## config.mk

```make
export PLATFORM = sky130hd
export DESIGN_NAME = uart_tx_serializer
export DESIGN_NICKNAME = d
export VERILOG_FILES = /design/src/rtl/uart_pkg.sv /design/src/rtl/uart_tx_fifo.sv /design/src/rtl/uart_tx_serializer.sv
export SDC_FILE = /design/constraint.sdc
export NUM_CORES = 1
export LEC_CHECK = 0
export ABC_AREA = 1
export CAP_MARGIN = 5
export CORE_MARGIN = 5
export CORE_UTILIZATION = 60
export CTS_CLUSTER_DIAMETER = 30
export DETAILED_ROUTE_END_ITERATION = 10
export PLACE_DENSITY = 0.86
export SLEW_MARGIN = 20
export SYNTH_ARGS = -nofsm -noshare
export SYNTH_HDL_FRONTEND = slang
export SYNTH_SLANG_ARGS = --single-unit
```

## constraint.sdc

```tcl
create_clock -name clk -period 3.75 [get_ports clk]
set_input_delay 0.375 -clock clk [delete_from_list [all_inputs] [get_ports clk]]
set_output_delay 0.375 -clock clk [all_outputs]
set_load 0.05 [all_outputs]
```

## src/rtl/uart_pkg.sv

```systemverilog
// Shared UART definitions: FSM state encoding, frame width and bus addresses.
// Latency: n/a (types and constants only).
// Backpressure: n/a.
package uart_pkg;

   typedef enum logic [2:0] {
      IDLE,
      START,
      DATA,
      PARITY,
      STOP
   } uart_state_t;

   localparam int UART_DATA_BITS = 8;

   // Store/load targets decoded by the memory subsystem.
   localparam logic [17:0] UART_TX_ADDR = 18'h20002;
   localparam logic [17:0] UART_RX_ADDR = 18'h20003;

   // Even parity: the XOR of all data bits.
   function automatic logic even_parity(input logic [UART_DATA_BITS-1:0] d);
      return ^d;
   endfunction

endpackage

```

## src/rtl/uart_tx_fifo.sv

```systemverilog
// Single-clock byte FIFO with occupancy count; read data is the head entry, combinationally.
// Latency: a pushed entry is visible at the head one edge after the push.
// Backpressure: a push while full is ignored (even with a simultaneous pop); a pop while empty is ignored.
module uart_tx_fifo
   import uart_pkg::*;
#(
   parameter int DEPTH = 16,
   parameter int WIDTH = UART_DATA_BITS
) (
   input  logic                       clk,
   input  logic                       rst_n,
   input  logic                       push,
   input  logic [WIDTH-1:0]           push_data,
   input  logic                       pop,
   output logic [WIDTH-1:0]           pop_data,
   output logic [$clog2(DEPTH):0]     count,
   output logic                       full,
   output logic                       empty
);

   localparam int AW = $clog2(DEPTH);
   localparam int CW = AW + 1;

   logic [WIDTH-1:0] mem [DEPTH];
   logic [AW-1:0]    wr_ptr;
   logic [AW-1:0]    rd_ptr;
   logic             push_ok;
   logic             pop_ok;

   assign full     = (count == CW'(DEPTH));
   assign empty    = (count == '0);
   assign push_ok  = push && !full;
   assign pop_ok   = pop && !empty;
   assign pop_data = mem[rd_ptr];

   // Pointers wrap naturally because DEPTH is a power of two.
   always_ff @(posedge clk) begin
      if (!rst_n) begin
         wr_ptr <= '0;
         rd_ptr <= '0;
         count  <= '0;
      end else begin
         if (push_ok) wr_ptr <= wr_ptr + AW'(1);
         if (pop_ok)  rd_ptr <= rd_ptr + AW'(1);
         case ({push_ok, pop_ok})
            2'b10:   count <= count + CW'(1);
            2'b01:   count <= count - CW'(1);
            default: count <= count;
         endcase
      end
   end

   // Storage array carries no reset; only the pointers define validity.
   always_ff @(posedge clk) begin
      if (push_ok) mem[wr_ptr] <= push_data;
   end

endmodule

```

## src/rtl/uart_tx_serializer.sv

```systemverilog
// UART transmitter: buffers CPU byte stores and shifts them out 8N1 LSB first (8E1 with UART_TX_PARITY_EN).
// Latency: a byte written into an empty FIFO while idle drives the start bit one edge after the write.
// Backpressure: none on the write strobe; writes while fifo_full are dropped and set sticky overflow.
module uart_tx_serializer
   import uart_pkg::*;
#(
   parameter int CLKS_PER_BIT = 868,
   parameter int FIFO_DEPTH   = 16
) (
   input  logic                          clk,
   input  logic                          rst_n,
   input  logic                          clk_en,
   input  logic                          tx_wen,
   input  logic [UART_DATA_BITS-1:0]     tx_data,
   output logic                          tx,
   output logic                          tx_busy,
   output logic                          fifo_full,
   output logic [$clog2(FIFO_DEPTH):0]   fifo_count,
   output logic                          overflow,
   output logic                          tx_done_irq
);

   localparam int          CW        = $clog2(FIFO_DEPTH) + 1;
   localparam logic [15:0] BAUD_LAST = 16'(CLKS_PER_BIT - 1);
   localparam logic [2:0]  LAST_BIT  = 3'(UART_DATA_BITS - 1);

   uart_state_t               state;
   uart_state_t               state_nxt;
   logic [15:0]               baud_cnt;
   logic [15:0]               baud_nxt;
   logic [2:0]                bit_idx;
   logic [2:0]                bit_nxt;
   logic [UART_DATA_BITS-1:0] shifter;
   logic [UART_DATA_BITS-1:0] shift_nxt;
   logic [UART_DATA_BITS-1:0] fifo_dat;
   logic                      fifo_empty;
   logic                      pop;
   logic                      push;
   logic                      push_ok;
   logic                      bit_end;
   logic                      done_nxt;
   logic                      tx_nxt;
   logic [CW-1:0]             count_nxt;
`ifdef UART_TX_PARITY_EN
   logic                      parity;
   logic                      parity_nxt;
`endif

   // Writes are sampled only on CPU-enabled cycles; serialization runs every cycle.
   assign push      = tx_wen && clk_en;
   assign push_ok   = push && !fifo_full;
   assign bit_end   = (baud_cnt == BAUD_LAST);
   assign count_nxt = fifo_count + CW'(push_ok) - CW'(pop);

   uart_tx_fifo #(
      .DEPTH (FIFO_DEPTH),
      .WIDTH (UART_DATA_BITS)
   ) u_fifo (
      .clk       (clk),
      .rst_n     (rst_n),
      .push      (push),
      .push_data (tx_data),
      .pop       (pop),
      .pop_data  (fifo_dat),
      .count     (fifo_count),
      .full      (fifo_full),
      .empty     (fifo_empty)
   );

   // Next-state logic: bit timing, shifting, and back-to-back frame loading from STOP.
   always_comb begin
      state_nxt = state;
      baud_nxt  = baud_cnt;
      bit_nxt   = bit_idx;
      shift_nxt = shifter;
      pop       = 1'b0;
      done_nxt  = 1'b0;
`ifdef UART_TX_PARITY_EN
      parity_nxt = parity;
`endif
      if (state != IDLE) baud_nxt = bit_end ? 16'd0 : baud_cnt + 16'd1;
      case (state)
         IDLE:  pop = !fifo_empty;
         START: if (bit_end) state_nxt = DATA;
         DATA: begin
            if (bit_end) begin
               if (bit_idx == LAST_BIT) begin
`ifdef UART_TX_PARITY_EN
                  state_nxt = PARITY;
`else
                  state_nxt = STOP;
`endif
               end else begin
                  shift_nxt = shifter >> 1;
                  bit_nxt   = bit_idx + 3'd1;
               end
            end
         end
`ifdef UART_TX_PARITY_EN
         PARITY: if (bit_end) state_nxt = STOP;
`endif
         STOP: begin
            if (bit_end) begin
               if (!fifo_empty) begin
                  pop = 1'b1;
               end else begin
                  state_nxt = IDLE;
                  done_nxt  = 1'b1;
               end
            end
         end
         default: state_nxt = IDLE;
      endcase
      // Loading a new byte overrides everything above, from IDLE or at the end of STOP.
      if (pop) begin
         state_nxt = START;
         shift_nxt = fifo_dat;
         bit_nxt   = 3'd0;
         baud_nxt  = 16'd0;
`ifdef UART_TX_PARITY_EN
         parity_nxt = even_parity(fifo_dat);
`endif
      end
   end

   // Line level for the upcoming state, so tx is driven straight from a flop.
   always_comb begin
      tx_nxt = 1'b1;
      case (state_nxt)
         START:   tx_nxt = 1'b0;
         DATA:    tx_nxt = shift_nxt[0];
`ifdef UART_TX_PARITY_EN
         PARITY:  tx_nxt = parity_nxt;
`endif
         default: tx_nxt = 1'b1;
      endcase
   end

   // FSM and datapath registers; reset aborts any frame in flight.
   always_ff @(posedge clk) begin
      if (!rst_n) begin
         state    <= IDLE;
         baud_cnt <= '0;
         bit_idx  <= '0;
         shifter  <= '0;
`ifdef UART_TX_PARITY_EN
         parity   <= 1'b0;
`endif
      end else begin
         state    <= state_nxt;
         baud_cnt <= baud_nxt;
         bit_idx  <= bit_nxt;
         shifter  <= shift_nxt;
`ifdef UART_TX_PARITY_EN
         parity   <= parity_nxt;
`endif
      end
   end

   // Registered status outputs; tx_busy tracks the state and count being loaded this edge.
   always_ff @(posedge clk) begin
      if (!rst_n) begin
         tx          <= 1'b1;
         tx_busy     <= 1'b0;
         overflow    <= 1'b0;
         tx_done_irq <= 1'b0;
      end else begin
         tx          <= tx_nxt;
         tx_busy     <= (state_nxt != IDLE) || (count_nxt != '0);
         overflow    <= overflow | (push && fifo_full);
         tx_done_irq <= done_nxt;
      end
   end

endmodule

```

=== Yosys cells after proc, flatten, opt, wreduce, memory -nomap -nowiden ===
Memory sizes are Yosys's and may differ from the RTL's. A register that Yosys moved wholly into a read port is not among the register bits.
Cells that the tools add are included.

* Register bits after elaboration: 47
* Word-level logic and storage cells: 76
* Memories kept: 1
* Input bits: 12
* Bits in writable memories: 128

* Eq/ne operators: 11
* Muxes and demuxes: 22
* Add/subtract/negate cells: 8
* Reduce and logical (&&, ||, !) cells: 19
* Bitwise logic cells: 3

{| class="wikitable"
|+ Memory list
! memory !! words !! bits a word !! read ports !! clocked after memory_dff !! wr ports !! RTL line !! RTL
|-
| u_fifo.mem || 16 || 8 || 1 || 1 || 1 || uart_tx_fifo.sv:24 || <nowiki>logic [WIDTH-1:0] mem [DEPTH];</nowiki>
|}

{| class="wikitable"
|+ Operators with widths
! cell !! count
|-
| $mux 8 || 4
|-
| $mux 3 || 6
|-
| $add 16x1->16 const B || 1
|-
| $eq 16x10->1 const B || 1
|-
| $mux 16 || 1
|-
| $pmux 3 s4 || 1
|-
| $pmux 5 s2 || 1
|-
| $reduce_and 3->1 || 3
|-
| $add 4x1->4 const B || 2
|-
| $mux 4 || 2
|-
| $eq 3x1->1 const B || 2
|-
| $eq 3x2->1 const B || 2
|-
| $eq 3x3->1 const B || 2
|-
| $reduce_bool 2->1 || 3
|-
| $reduce_bool 3->1 || 2
|-
| $add 5x1->5 || 1
|-
| $add 5x1->5 const B || 1
|-
| $eq 5x5->1 const B || 1
|-
| $logic_not 5->1 || 1
|-
| $mux 1 || 5
|-
| $reduce_bool 5->1 || 1
|-
| $sub 5x1->5 || 1
|-
| $sub 5x1->5 const B || 1
|-
| $logic_and 1x1->1 || 4
|-
| 11 further kinds || 14
|}

=== Depth between registers and ports, before layout ===
* Depth after elaboration: 7
* Gate-level depth with buffers: 18

=== Modules after synthesis ===
A second synthesis with hierarchy kept.

* Cell total of the unflattened synthesis: 769
* Area, all modules: 8054.0 µm²

{| class="wikitable"
|+ By module, submodules not included
! module !! seq. area each (µm²) !! area each (µm²) !! cells each !! instances
|-
| uart_tx_fifo || 4184.0 || 6103.4 || 477 || 1
|-
| uart_tx_serializer || 680.7 || 1950.6 || 292 || 1
|}

=== Least setup slack after synthesis ===
Ideal clock, no wire load.

* Path kind: reg2reg
* From: reg u_fifo.count[3]
* To: reg u_fifo.count[4]
* Buffers on the path: 1
* Data arrival time: 2.783 ns
* Stages on the path, launching flop included: 16
* Path slack: 0.843 ns
* Library setup time: 0.124 ns
* Data required time: 3.626 ns
* Clock period less this slack: 2.907 ns
* Path through: dfxtp_1 inv_1 ha_1 nand4_4 nand4_4 nand2_4 buf_12 ha_1 inv_1 fa_1 inv_1 nand3_1 nand2_1 o21ai_0 o21ai_0 a21oi_1

* Word-level cells in the longest chain between the ends: 7
* Elaborated cells on any way between the ends: 15

{| class="wikitable"
|+ Ends and longest elaborated chain
! item !! RTL line !! RTL
|-
| from (decl) || uart_tx_fifo.sv:16 || <nowiki>output logic [$clog2(DEPTH):0] count,</nowiki>
|-
| from (signal assigned) || uart_tx_fifo.sv:46 || <nowiki>2'b10: count <= count + CW'(1);</nowiki>
|-
| from (signal assigned) || uart_tx_fifo.sv:47 || <nowiki>2'b01: count <= count - CW'(1);</nowiki>
|-
| from (signal assigned) || uart_tx_fifo.sv:48 || <nowiki>default: count <= count;</nowiki>
|-
| $logic_not 5->1 || uart_tx_fifo.sv:31 || <nowiki>assign empty = (count == '0);</nowiki>
|-
| $mux 1 || uart_tx_serializer.sv:104 || <nowiki>if (!fifo_empty) begin</nowiki>
|-
| $mux 1 || uart_tx_serializer.sv:103 || <nowiki>if (bit_end) begin</nowiki>
|-
| $pmux 1 s2 || uart_tx_serializer.sv:82 || <nowiki>case (state)</nowiki>
|-
| $logic_and 1x1->1 || uart_tx_fifo.sv:33 || <nowiki>assign pop_ok = pop && !empty;</nowiki>
|-
| $eq 2x1->1 / $eq 2x2->1 (equally long branches) || uart_tx_fifo.sv:45 || <nowiki>case ({push_ok, pop_ok})</nowiki>
|-
| $pmux 5 s2 / $reduce_bool 2->1 (equally long branches) || n/a ||
|}

Parallel ways exist; a longest one is shown, timed or not.
A chain may end at the register's enable or synchronous reset.

=== Worst setup path in the final report ===
* From: reg baud_cnt[0]
* To: reg tx_busy

* Word-level cells in the longest chain between the ends: 6
* Elaborated cells on any way between the ends: 12

{| class="wikitable"
|+ Ends and longest elaborated chain
! item !! RTL line !! RTL
|-
| from (decl) || uart_tx_serializer.sv:29 || <nowiki>logic [15:0] baud_cnt;</nowiki>
|-
| from (signal assigned) || uart_tx_serializer.sv:151 || <nowiki>baud_cnt <= baud_nxt;</nowiki>
|-
| $eq 16x10->1 * || uart_tx_serializer.sv:52 || <nowiki>assign bit_end = (baud_cnt == BAUD_LAST);</nowiki>
|-
| $mux 1, or another cell as far along || uart_tx_serializer.sv:103 ||
|-
| $pmux 1 s2 / $pmux 3 s4 (equally long branches) || uart_tx_serializer.sv:82 ||
|-
| $sub 5x1->5 / $mux 3 (equally long branches) || uart_tx_serializer.sv:53, uart_tx_serializer.sv:115 ||
|-
| $reduce_bool 5->1 / $reduce_bool 3->1 (equally long branches) || uart_tx_serializer.sv:169 || <nowiki>tx_busy <= (state_nxt != IDLE) || (count_nxt != '0);</nowiki>
|-
| $logic_or 1x1->1 * || uart_tx_serializer.sv:169 ||
|-
| to (signal assigned) || uart_tx_serializer.sv:169 ||
|-
| to (decl) || uart_tx_serializer.sv:16 || <nowiki>output logic tx_busy,</nowiki>
|}

Mark *: on every way between the ends. The rest lies on a longest branch, timed or not.

==> results.ini <==
[synthesis]
postSynth.asyncResetShare_pct=0
synth_common_cells=nand2_1, edfxtp_1, nand3_1
synth_top_area_cell=edfxtp_1
synth_area_leaders=edfxtp_1, dfxtp_1, nand2_1
yosysTopAreaCellShare_pct=46.1
synthCells=901
synth-edff-count=128
synth_ff_type=edfxtp_1
synth_cell_types=40
ys_warn_count=0
synth-seq-area-share_pct=58.4
synthesis.nets=932
synth.cell_area_um2=8330
ys_ff_latch=179
yosysMostFrequentCell=nand2_1
synth.avg_cell_area_um2=9.25

[drt]
drt_iter0_drc=651
routed_wl_mm=18.2
firstDrtPassIters=6
detail_route.wl_per_cell_um=16.4
vias=6228
drcViolationCount=0
via_per_inst=5.63
ant_nets=0

[clock_tree]
cts_hold_buffers=0
numCtsBuffers=17
cts_tree=built
clk_pin_slew_ps=70
insertion_delay_ps=440
clock_sinks=179
htreeDepth=4
cts-root-buf=clkbuf_16
cts.path.max_buffers=2
cts_resized=0
post_cts_buffers=0

[placed_design]
gp_congestion=0.899
dp.cells=1075
io_buffers=21
hpwlAfterDp_mm=11.6

[run]
max_cap_violations=0

[power_and_ir_drop]
powerDensity_nw_per_um2=661
power.leakage_nw=3.67
ir_drop_mv=0.555

[grt]
antenna_found_initial=0
grt_max_degree=65
track_usage_pct=23.4
first_global_vias=5948
gr-total-overflow=0
grt_pass1_wl_mm=29.5

[worst_setup_path]
critPathLaunch=baud_cnt[0]
slowest_stage=fa_1
required_ps=4050
start_kind=register
cp_max_fo=7
cp_slowest_stage_delay_ps=420
cpMostUsedCell=nand2_1
path_delay_family=simple AND/OR/NAND/NOR gates
crit_buf_inv=0
reg2reg_from=baud_cnt[0]
arrival_ps=3170
critPathKind=register to register
cp-end-kind=register
worstPathCellList=ha_1 -> nand2_1 -> nor2_4 -> nand2_1 -> nand2_2 -> nand3_4 -> xor2_1 -> ha_1 -> fa_1 -> nand3_1 -> nand2_1 -> o21ai_0 -> nand3_1 -> nor2_1 -> nand2_1 -> nor2_1 -> nor2_1

[timing]
finalSetupViolCount=0
maxSlewViolCount=0
fmax_mhz=349
skew_ps=14.6
slew_headroom_pct=28.9
rsz0062_at_grt=no
final.setup.tns_ps=0
hold_ws_ps=473
finalCriticalPeriod_ps=2870
post-route-period-util_pct=76.5
worst_slew_pin_slew_ps=1070
hold_viol_final=0

[die]
io_pins=22
die_h_um=128
core_area_um2=13800
dieArea_um2=16300
rows=43
initial_utilization_pct=60.5
die_w_um=128

[finish]
fin_nets=945
stdcell_count=1107
antennaDiodeCount=0
final_core_util_pct=67.1
drive_gt1_share_pct=7.34
areaGrowthSynthToFinish_pct=11.0

[status]
status=finished, final reports clean

[min_path]
hp-class=register to register
hp-start=bit_idx[2]

-- path summary, 6_finish.rpt --
check,slack (ps),endpoint,depth (start not counted)
min reg2reg,470,bit_idx[2],2
max,880,tx_busy,17
min,470,bit_idx[2],2
max reg2reg,880,tx_busy,17
-- state kept, by name, indices dropped and copies added (netlist names), 3 cells and up, named ones only --
signal / cells
u_fifo.rd_ptr: 4
u_fifo.wr_ptr: 4
shifter: 8
state: 3
u_fifo.count: 5
u_fifo.mem: 128
baud_cnt: 16
bit_idx: 3
-- stage by stage --
stage	cell area, um^2	worst slack (ps)	power (mW)
2_1_floorplan	8330	843	3.84
3_3_place_gp	8640	994	4.25
3_5_place_dp	8640	919	4.31
4_1_cts	9250	902	6.10
5_1_grt	9250	510	6.47
6_report	9250	883	6.11
-- kinds of logic (layout without fill, tap and decap cells) --
logic type,count (synthesis),in the layout,share of synthesized area [%]
AOI/OAI and AO/OA,69,69,4.61
xor gates and xnor gates,10,10,1.05
buffers and inverters,139,165,6.83
adders and majority gates,19,19,3.03
DFF,179,179,58.4
and+or+nand+nor,485,485,26.1
-- cells in the final DEF, fill, tap and decap left out, types with 6 or more instances in the layout --
master,Yosys,routed
dfxtp_1,51,50
ha_1,17,17
nor2_1,85,85
nor3_1,8,8
clkbuf_16,0,17
nand4_1,22,22
clkdlybuf4s50_1,0,21
nand2_2,6,6
edfxtp_1,128,128
xor2_1,6,6
nand3_1,116,116
inv_1,101,101
nand2_1,231,231
inv_2,6,6
o21ai_0,29,29
a21oi_1,27,27
-- routing by layer --
| metal | GRT usage, % | vias to the layer above | wire [um] |
|---|---|---|---|
| li1 | - | 3021 | - |
| met1 | 29.8 | 2888 | 7270 |
| met2 | 38.8 | 279 | 9020 |
| met3 | 5.67 | 40 | 1450 |
| met4 | 9.49 | 0 | 456 |
| met5 | 0 | - | 0 |
-- report_power, final --
group	total, mW	internal [mW]	switching [mW]	leakage, nW
logic	1.98	0.616	1.36	1.80
registers	2.32	2.24	0.0849	1.57
clock network	1.81	0.959	0.847	0.295
total	6.11	3.81	2.30	3.67
-- tightest hold or removal path: stages (launching register included) --
cell     delay (ps)
dfxtp_1         320
nand2_1          60
a21oi_1          50
-- layout make-up --
class	count	area (um^2)
repair buffers	25	240
clock buffers	17	425
multi-input cells	583	2900
fillers	1025	4530
inverters	108	407
flip-flops and latches	179	4870
well taps	180	225
clock inverters	15	186
Note: power is estimated with default switching activity, not from simulation.
